[src/rtl/fetch_unit.sv]
// fetch_unit: instruction fetch stage driving the shared memory's instruction port.
// Define FETCH_PERF_EN to add the Fetch_count / Flush_count performance counters.
module fetch_unit #(
    parameter logic [31:0] PC_RESET  = 32'h0000_0000,
    parameter int unsigned MEM_BYTES = 65536,
    parameter int unsigned MEM_LAT   = 1,
    parameter logic [31:0] HALT_WORD = 32'hFFFF_FFFF
) (
    input  logic        Clk,
    input  logic        Rst,
    input  logic        Run,
    input  logic        Branch_taken,
    input  logic [31:0] Branch_target,
    input  logic        Inst_ready,
    output logic        Inst_valid,
    output logic [31:0] Inst,
    output logic [31:0] Inst_pc,
    output logic        Halted,
`ifdef FETCH_PERF_EN
    output logic [31:0] Fetch_count,
    output logic [15:0] Flush_count,
`endif
    output logic        instruction_memory_en,
    output logic [31:0] instruction_memory_a,
    input  logic [31:0] instruction_memory_v
);
    localparam logic [31:0] ADDR_MASK = 32'(MEM_BYTES - 1);
    localparam logic [31:0] SENTINEL  = 32'hFFFF_FFFF;
    localparam int          CNT_W     = (MEM_LAT > 1) ? $clog2(MEM_LAT) : 1;
    // ADDR lasts MEM_LAT cycles, so the counter runs MEM_LAT-1 down to 0.
    localparam logic [CNT_W-1:0] CNT_LOAD = CNT_W'(MEM_LAT - 1);

    typedef enum logic [2:0] {IDLE, ARM, ADDR, HOLD, HALT, REARM} state_t;

    state_t           state_q, state_d;
    logic [31:0]      pc_q, pc_d;
    logic [CNT_W-1:0] cnt_q, cnt_d;
    logic             en_q, en_d;
    logic [31:0]      a_q, a_d;
    logic [31:0]      inst_q, inst_d;
    logic [31:0]      inst_pc_q, inst_pc_d;
    logic             valid_q, valid_d;
    logic             halted_q, halted_d;

    logic [31:0] br_pc;
    logic [31:0] pc_inc;
    logic        branch_ok;
    logic        handshake;

    always_comb begin
        br_pc     = Branch_target & ~32'h3 & ADDR_MASK;
        pc_inc    = (pc_q + 32'd4) & ADDR_MASK;
        handshake = valid_q & Inst_ready;
        branch_ok = Branch_taken &&
                    (state_q == ARM || state_q == ADDR || state_q == HOLD || state_q == REARM);

        state_d   = state_q;
        pc_d      = pc_q;
        cnt_d     = cnt_q;
        en_d      = en_q;
        a_d       = a_q;
        inst_d    = inst_q;
        inst_pc_d = inst_pc_q;
        valid_d   = valid_q;
        halted_d  = halted_q;

        if (branch_ok) begin
            pc_d    = br_pc;
            valid_d = 1'b0;
            cnt_d   = CNT_LOAD;
            if (state_q == REARM) begin
                en_d    = 1'b1;
                a_d     = SENTINEL;
                state_d = ARM;
            end else if (en_q && br_pc == a_q) begin
                // Same address would not trigger a read; drop en for a cycle to force one.
                en_d    = 1'b0;
                a_d     = SENTINEL;
                state_d = REARM;
            end else begin
                en_d    = 1'b1;
                a_d     = br_pc;
                state_d = ADDR;
            end
        end else begin
            unique case (state_q)
                IDLE: begin
                    if (Run) begin
                        en_d    = 1'b1;
                        state_d = ARM;
                    end
                end
                REARM: begin
                    if (!Run) begin
                        state_d = IDLE;
                    end else begin
                        en_d    = 1'b1;
                        state_d = ARM;
                    end
                end
                ARM: begin
                    if (!Run) begin
                        en_d    = 1'b0;
                        a_d     = SENTINEL;
                        state_d = IDLE;
                    end else begin
                        a_d     = pc_q;
                        cnt_d   = CNT_LOAD;
                        state_d = ADDR;
                    end
                end
                ADDR: begin
                    if (!Run) begin
                        en_d    = 1'b0;
                        a_d     = SENTINEL;
                        state_d = IDLE;
                    end else if (cnt_q != '0) begin
                        cnt_d = cnt_q - 1'b1;
                    end else if (instruction_memory_v == HALT_WORD) begin
                        halted_d = 1'b1;
                        en_d     = 1'b0;
                        a_d      = SENTINEL;
                        state_d  = HALT;
                    end else begin
                        inst_d    = instruction_memory_v;
                        inst_pc_d = pc_q;
                        valid_d   = 1'b1;
                        pc_d      = pc_inc;
                        state_d   = HOLD;
                    end
                end
                HOLD: begin
                    if (handshake) begin
                        valid_d = 1'b0;
                        if (Run) begin
                            a_d     = pc_q;
                            cnt_d   = CNT_LOAD;
                            state_d = ADDR;
                        end else begin
                            en_d    = 1'b0;
                            a_d     = SENTINEL;
                            state_d = IDLE;
                        end
                    end
                end
                HALT: begin
                    en_d = 1'b0;
                    a_d  = SENTINEL;
                end
                default: state_d = IDLE;
            endcase
        end
    end

    always_ff @(posedge Clk) begin
        if (Rst) begin
            state_q   <= IDLE;
            pc_q      <= PC_RESET;
            cnt_q     <= '0;
            en_q      <= 1'b0;
            a_q       <= SENTINEL;
            inst_q    <= '0;
            inst_pc_q <= '0;
            valid_q   <= 1'b0;
            halted_q  <= 1'b0;
        end else begin
            state_q   <= state_d;
            pc_q      <= pc_d;
            cnt_q     <= cnt_d;
            en_q      <= en_d;
            a_q       <= a_d;
            inst_q    <= inst_d;
            inst_pc_q <= inst_pc_d;
            valid_q   <= valid_d;
            halted_q  <= halted_d;
        end
    end

`ifdef FETCH_PERF_EN
    logic [31:0] fetch_count_q, fetch_count_d;
    logic [15:0] flush_count_q, flush_count_d;

    always_comb begin
        fetch_count_d = fetch_count_q;
        flush_count_d = flush_count_q;
        if (valid_q && Inst_ready && !Branch_taken) fetch_count_d = fetch_count_q + 32'd1;
        if (branch_ok && flush_count_q != 16'hFFFF) flush_count_d = flush_count_q + 16'd1;
    end

    always_ff @(posedge Clk) begin
        if (Rst) begin
            fetch_count_q <= '0;
            flush_count_q <= '0;
        end else begin
            fetch_count_q <= fetch_count_d;
            flush_count_q <= flush_count_d;
        end
    end

    assign Fetch_count = fetch_count_q;
    assign Flush_count = flush_count_q;
`endif

    assign Inst_valid            = valid_q;
    assign Inst                  = inst_q;
    assign Inst_pc               = inst_pc_q;
    assign Halted                = halted_q;
    assign instruction_memory_en = en_q;
    assign instruction_memory_a  = a_q;
endmodule

[config.mk]
export PLATFORM = sky130hd
export DESIGN_NAME = fetch_unit
export DESIGN_NICKNAME = d
export VERILOG_FILES = /design/src/rtl/fetch_unit.sv
export SDC_FILE = /design/constraint.sdc
export NUM_CORES = 1
export LEC_CHECK = 0
export ABC_CLOCK_PERIOD_IN_PS = 2900
export CAP_MARGIN = 0
export CORE_ASPECT_RATIO = 1.1
export CORE_MARGIN = 2
export CORE_UTILIZATION = 42
export DETAILED_ROUTE_END_ITERATION = 8
export PLACE_DENSITY = 0.82
export SYNTH_ARGS = -nofsm -noshare
export SYNTH_HDL_FRONTEND = slang
export SYNTH_SLANG_ARGS = --single-unit
[constraint.sdc]
create_clock -name Clk -period 2.9 [get_ports Clk]
set_clock_uncertainty 0.1 [all_clocks]
set_input_delay 0.58 -clock Clk [delete_from_list [all_inputs] [get_ports Clk]]
set_output_delay 0.58 -clock Clk [all_outputs]
set_load 0.1 [all_outputs]
==> summary.md, run 1 <==
| Metric | Value |
|---|---|
| Largest net degree at the start of global routing | 75 |
| Crit path capture type | flip-flop |
| CORE AREA | 0.0103 mm2 |
| Post-synthesis mux area share | 0.183 |
| Register area share after synthesis | 0.367 |
| Max-cap violations | 0 |
| TritonCTS Buffers | 9 |
| Fin crit period | 2.70 ns |
| Number of global-route vias before repair | 3434 |
| Most frequent cells in the layout | buf_4 (95), dfxtp_1 (81), nor2_1 (81) |
| Area Growth Syn to Fin | 30.9% |
| Worst Tran Pin Value | 1.07 ns |
| Synthesized flop and latch total | 81 |
| Clk slew on worst S/H paths | 0.06 ns |
| Antenna-violating nets left | 0 |
| H-Tree Depth | 3 |
| Setup ws final | 0.200 ns |
| Cell chain of the critical path | clkdlybuf4s50_1 -> nand2b_4 -> or3b_1 -> a211oi_4 -> buf_4 -> mux2i_1 -> nor2_1 |
| Fillers | 924 |
| Vias | 3613 |
| Syn_area_per_cell | 9.50 um2 |
| F_max | 370 MHz |
| Peak supply drop | 0.359 mV |
| Most common cell after layout, fill and taps aside | buf_4 |
| Post-CTS Resized | 0 |
| WP data arrival | 2.81 ns |
| Die outline height | 112 um |
| I/O pin total | 168 |
| Startpoint types | input pin |
| First-pass GRT wire length | 16500 um |
| Adder-Cell Fraction of Synth Area | 0.00283 |
| Synth Area in Compound Gates | 0.132 |
| Post-Synth XOR/XNOR Area | 0.0536 |
| Simple-gate share of the synthesized area | 0.153 |
| Detailed Place HPWL | 7630 um |
| Starting Density | 0.429 |
| Dpl ws | -0.148 ns |
| DRT Pass-1 Iters | 4 |
| Status | complete, no violations |
| Worst-Skew Late Latency | 0.33 ns |
| CP Class | input pin to flip-flop |
| Post-Route WL | 10300 um |
| Initial antenna violation count | 0 |
| Yosys Warn Count | 0 |
| Clock sink total | 81 |
| All-Layer GR Usage | 0.179 |
| Placed Cells incl. Taps | 703 |
| CP max-delay cell | buf_4 |
| Critical path peak fanout | 46 |
| Main combinational cell family by area after synthesis | multiplexers |
| Mapped Cells | 465 |
| Vias per Instance | 5.03 |
| Crit path required time | 3.01 ns |
| # nets final | 641 |
| Mapped Area | 0.00442 mm2 |
| CTS Root Cell | clkbuf_16 |
| Die width | 102 um |
| Std-Cell Rows | 39 |
| CTS Buffer Depth | 2 |
| WL/cell | 14.4 um |
| Final hold vios | 0 |
| Layout cell share with drive strength beyond 1 | 0.255 |
| Die area | 0.0113 mm2 |
| Diode count | 0 |
| Synth unique cells | 49 |
| CTS tree | yes |
| Post-route insts no fill | 719 |
| RSZ-0062 raised after global routing | no |
| Max-slew violations | 0 |
| Finish-stage setup viols | 0 |
| Post-cts hold buffer count | 0 |
| Input/output buffers | 131 |
| DRC | 0 |
| Cell Pwr Density | 666 mW/mm2 |
| Slowest cell delay on critical path | 0.63 ns |
| Fin crit share | 0.931 |
| Overflow after GRT | 0 |
| Leak pwr | 2.17 nW |
| Rel. slew slack | 0.288 |
| Worst hold path type | flip-flop to flip-flop |
| Initial DRC Count | 139 |
| Routability Congestion | 0.817 |
| Postcts setup bufs | 0 |
-- routing by layer --
layer / up-vias / track usage / part of all wire
met5: - / 0 / 0
met4: 0 / 0.0604 / 0.018
met3: 14 / 0.0320 / 0.044
met2: 95 / 0.314 / 0.52
met1: 1698 / 0.216 / 0.42
li1: 1806 / - / -
-- Yosys cell counts, drive strengths merged --
| master | number | area, um2 |
|---|---|---|
| nand2b | 4 | 32.5 |
| a21boi | 1 | 7.51 |
| and4 | 2 | 17.5 |
| or3b | 2 | 17.5 |
| dfxtp | 81 | 1620 |
| o22ai | 1 | 6.26 |
| or2 | 1 | 6.26 |
| ha | 1 | 12.5 |
| nor3 | 1 | 5.00 |
| nor3b | 1 | 7.51 |
| or3 | 1 | 6.26 |
| and2 | 1 | 6.26 |
| a2bb2oi | 1 | 8.76 |
| o21bai | 2 | 15.0 |
| mux2 | 15 | 169 |
| nand3 | 9 | 45.0 |
| a31oi | 2 | 12.5 |
| nor2 | 81 | 304 |
| mux2i | 64 | 641 |
| a21oi | 9 | 63.8 |
| inv | 3 | 11.3 |
| buf | 51 | 395 |
| nand2 | 7 | 26.3 |
| a221oi | 1 | 8.76 |
| o21ai | 7 | 35.0 |
| conb | 1 | 3.75 |
| a2111oi | 9 | 123 |
| a22o | 3 | 26.3 |
| xnor2 | 24 | 210 |
| nand4 | 15 | 93.8 |
| a211oi | 31 | 258 |
| and3 | 1 | 6.26 |
| a311o | 1 | 10.0 |
| a21o | 1 | 7.51 |
| clkbuf | 18 | 67.6 |
| xor2 | 3 | 26.3 |
| nor2b | 6 | 37.5 |
| nor4 | 3 | 63.8 |
-- layout make-up --
type | instances | area, um2 | share of cell area
Clock inverter | 7 | 105 | 0.0182
Multi-Input combinational cell | 329 | 2390 | 0.414
Clock buffer | 9 | 225 | 0.0390
Sequential cell | 81 | 1620 | 0.280
Inverter | 3 | 11.3 | 0.00195
Tap cell | 143 | 179 | 0.0309
Timing Repair Buffer | 147 | 1250 | 0.216
-- flip-flops by register name, indices dropped and copies added (netlist names) --
| signal | flops |
|---|---|
| Halted | 1 |
| Inst | 32 |
| Inst_pc | 14 |
| Inst_valid | 1 |
| instruction_memory_a | 15 |
| instruction_memory_en | 1 |
| pc_q | 14 |
| state_q | 3 |
-- power by group --
group          switching (mW)  internal [mW]
clock network           0.490          0.770
registers              0.0978           1.19
logic                   0.945          0.362
-- worst paths after layout --
| check | start | end | slack, ns | depth (start not counted) |
|---|---|---|---|---|
| hold / removal | Halted$_SDFFE_PP0P_ | Halted$_SDFFE_PP0P_ | 0.36 | 2 |
| setup reg to reg | state_q[1]$_SDFFE_PP0P_ | Inst[17]$_SDFFE_PP0P_ | 0.48 | 7 |
| hold reg to reg | Halted$_SDFFE_PP0P_ | Halted$_SDFFE_PP0P_ | 0.36 | 2 |
| setup / recovery | Run | Inst[17]$_SDFFE_PP0P_ | 0.20 | 7 |
-- critical path, delay by kind of cell --
family / cells / cell delay [ns]
muxes: 1 / 0.26
buffers and inverters: 2 / 1.16
AOI/OAI and AO/OA: 1 / 0.20
and+or+nand+nor: 3 / 0.56
-- cell families (layout without fill, tap and decap cells) --
kind of cell | after synthesis | in the layout
flip-flops | 81 | 81
other | 1 | 18
buffers and inverters | 72 | 166
XOR/XNOR | 27 | 27
AO/OA/AOI/OAI | 69 | 69
multiplexers | 79 | 79
adder cells (fa/ha/maj) | 1 | 1
AND/OR/NAND/NOR | 135 | 135
-- metrics by stage --
stage	setup TNS [ns]	total power, mW	utilization	cell area [um2]	hold slack [ns]
3_5_place_dp	-7.03	2.62	0.529	5450	0.347
2_1_floorplan	0	2.39	-	4480	0.403
6_report	0	3.85	0.562	5780	0.360
4_1_cts	0	3.89	0.562	5780	0.359
3_3_place_gp	-6.13	2.61	0.529	5450	0.343
5_1_grt	0	4.00	0.562	5780	0.404
No activity file was read; power rests on OpenSTA's default activity.
==> run 2, diff against run 1 <==
- TNS_END_PERCENT: default -> 30
==> results of run 2 <==
No change in the layout: final DEF, timing and power equal those of run 1.
==> run 3, diff against run 2 <==
- ABC_CLOCK_PERIOD_IN_PS: 2900 -> default
- CORE_MARGIN: 2 -> 3
==> summary.md, run 3 (same netlist as run 1, synthesis figures left out) <==
| Metric | Value |
|---|---|
| Status | complete, no violations |
| Starting Density | 0.438 |
| Detailed Place HPWL | 7910 um |
| Leak pwr | 2.13 nW |
| Initial DRC Count | 141 |
| Peak supply drop | 0.371 mV |
| # nets final | 644 |
| Postcts setup bufs | 0 |
| Diode count | 0 |
| Worst Tran Pin Value | 1.09 ns |
| R2r setup slk | 0.32 ns |
| CTS tree | yes |
| Worst-Skew Late Latency | 0.35 ns |
| Die width | 104 um |
| Cell Pwr Density | 618 mW/mm2 |
| Die area | 0.0118 mm2 |
| CP Class | input pin to flip-flop |
| First-pass GRT wire length | 17300 um |
| Die outline height | 114 um |
| Clock sink total | 81 |
| Antenna-violating nets left | 0 |
| Layout cell share with drive strength beyond 1 | 0.256 |
| Most frequent cells in the layout | buf_4 (98), dfxtp_1 (81), nor2_1 (81) |
| Post-CTS Resized | 0 |
| Final hold vios | 0 |
| Fin crit period | 2.69 ns |
| Fin util | 0.564 |
| WL/cell | 14.9 um |
| Vias per Instance | 5.09 |
| CORE AREA | 0.0101 mm2 |
| CTS Root Cell | clkbuf_8 |
| Number of global-route vias before repair | 3435 |
| Final Power | 3.52 mW |
| Area Growth Syn to Fin | 28.8% |
| Vias | 3653 |
| Final Instance Area | 0.00569 mm2 |
| Input/output buffers | 131 |
| WP data arrival | 2.82 ns |
| Clk slew on worst S/H paths | 0.08 ns |
| RSZ-0062 raised after global routing | no |
| Largest net degree at the start of global routing | 47 |
| Rel. slew slack | 0.270 |
| Max-slew violations | 0 |
| Crit path required time | 3.03 ns |
| F_max | 372 MHz |
| Fin crit share | 0.928 |
| Startpoint types | input pin |
| CTS Buffer Depth | 2 |
| Routability Congestion | 0.846 |
| All-Layer GR Usage | 0.177 |
| Most common cell after layout, fill and taps aside | buf_4 |
| Post-cts hold buffer count | 0 |
| Crit path capture type | flip-flop |
| Std-Cell Rows | 38 |
| Worst hold path type | flip-flop to flip-flop |
| TritonCTS Buffers | 9 |
| I/O pin total | 168 |
| Max-cap violations | 0 |
| Dpl ws | -0.169 ns |
| H-Tree Depth | 3 |
| DRT Pass-1 Iters | 4 |
| Initial antenna violation count | 0 |
| Critical path peak fanout | 46 |
| DRC | 0 |
| Finish-stage setup viols | 0 |
| Post-Route WL | 10700 um |
| Placement Cell Area | 0.00547 mm2 |
| Number of flip-flops in the largest register | 32 |
| Fin Hold WS | 0.356 ns |
| Setup ws final | 0.210 ns |
| Overflow after GRT | 0 |
run 3: cell types whose count changed in the layout (fill, tap and decap cells not counted), sizes merged:
| cell | delta |
|---|---|
| clkinv | +1 |
| clkbuf | +2 |
| buf | +3 |
| inv | -4 |
| clkinvlp | -1 |
run 3: per-stage QoR:
stage          TNS (ns)  std cells
4_1_cts               0        717
3_3_place_gp      -5.16        703
5_1_grt               0        717
2_1_floorplan         0        482
6_report              0        717
3_5_place_dp      -6.27        703
run 3: critical path, cell delays in order:
cell             delay [ns]
clkdlybuf4s50_1        0.53
nand2b_4               0.06
or3b_1                 0.43
a211oi_4               0.20
buf_4                  0.64
mux2i_1                0.29
nor2_1                 0.06
run 3: final timing paths:
| kind | from | endpoint | cells past startpoint |
|---|---|---|---|
| max | Run | Inst[22]$_SDFFE_PP0P_ | 7 |
| min | Halted$_SDFFE_PP0P_ | Halted$_SDFFE_PP0P_ | 2 |
| max reg2reg | state_q[1]$_SDFFE_PP0P_ | Inst[22]$_SDFFE_PP0P_ | 5 |
| min reg2reg | Halted$_SDFFE_PP0P_ | Halted$_SDFFE_PP0P_ | 2 |
run 3: power breakdown:
| part | leakage, nW | internal [mW] | switching [mW] |
|---|---|---|---|
| clock network | 0.111 | 0.522 | 0.397 |
| logic | 1.36 | 0.363 | 0.948 |
| registers | 0.657 | 1.18 | 0.102 |
| total | 2.13 | 2.07 | 1.45 |
run 3: area by class of cell:
cell class,instances,area [um2]
tap,140,175
inverter,3,11.3
sequential,81,1620
clock buffer,11,151
multi-input combinational,329,2390
clock inverter,3,65.1
timing repair buffer,150,1270
fill,887,4390
run 3: metal layers:
layer	wire, um	part of all wire	GRT usage	vias up
met5	0	0	0	-
met4	227	0.021	0.0700	0
met3	503	0.047	0.0306	17
met2	5470	0.51	0.312	110
met1	4510	0.42	0.215	1721
li1	-	-	-	1805
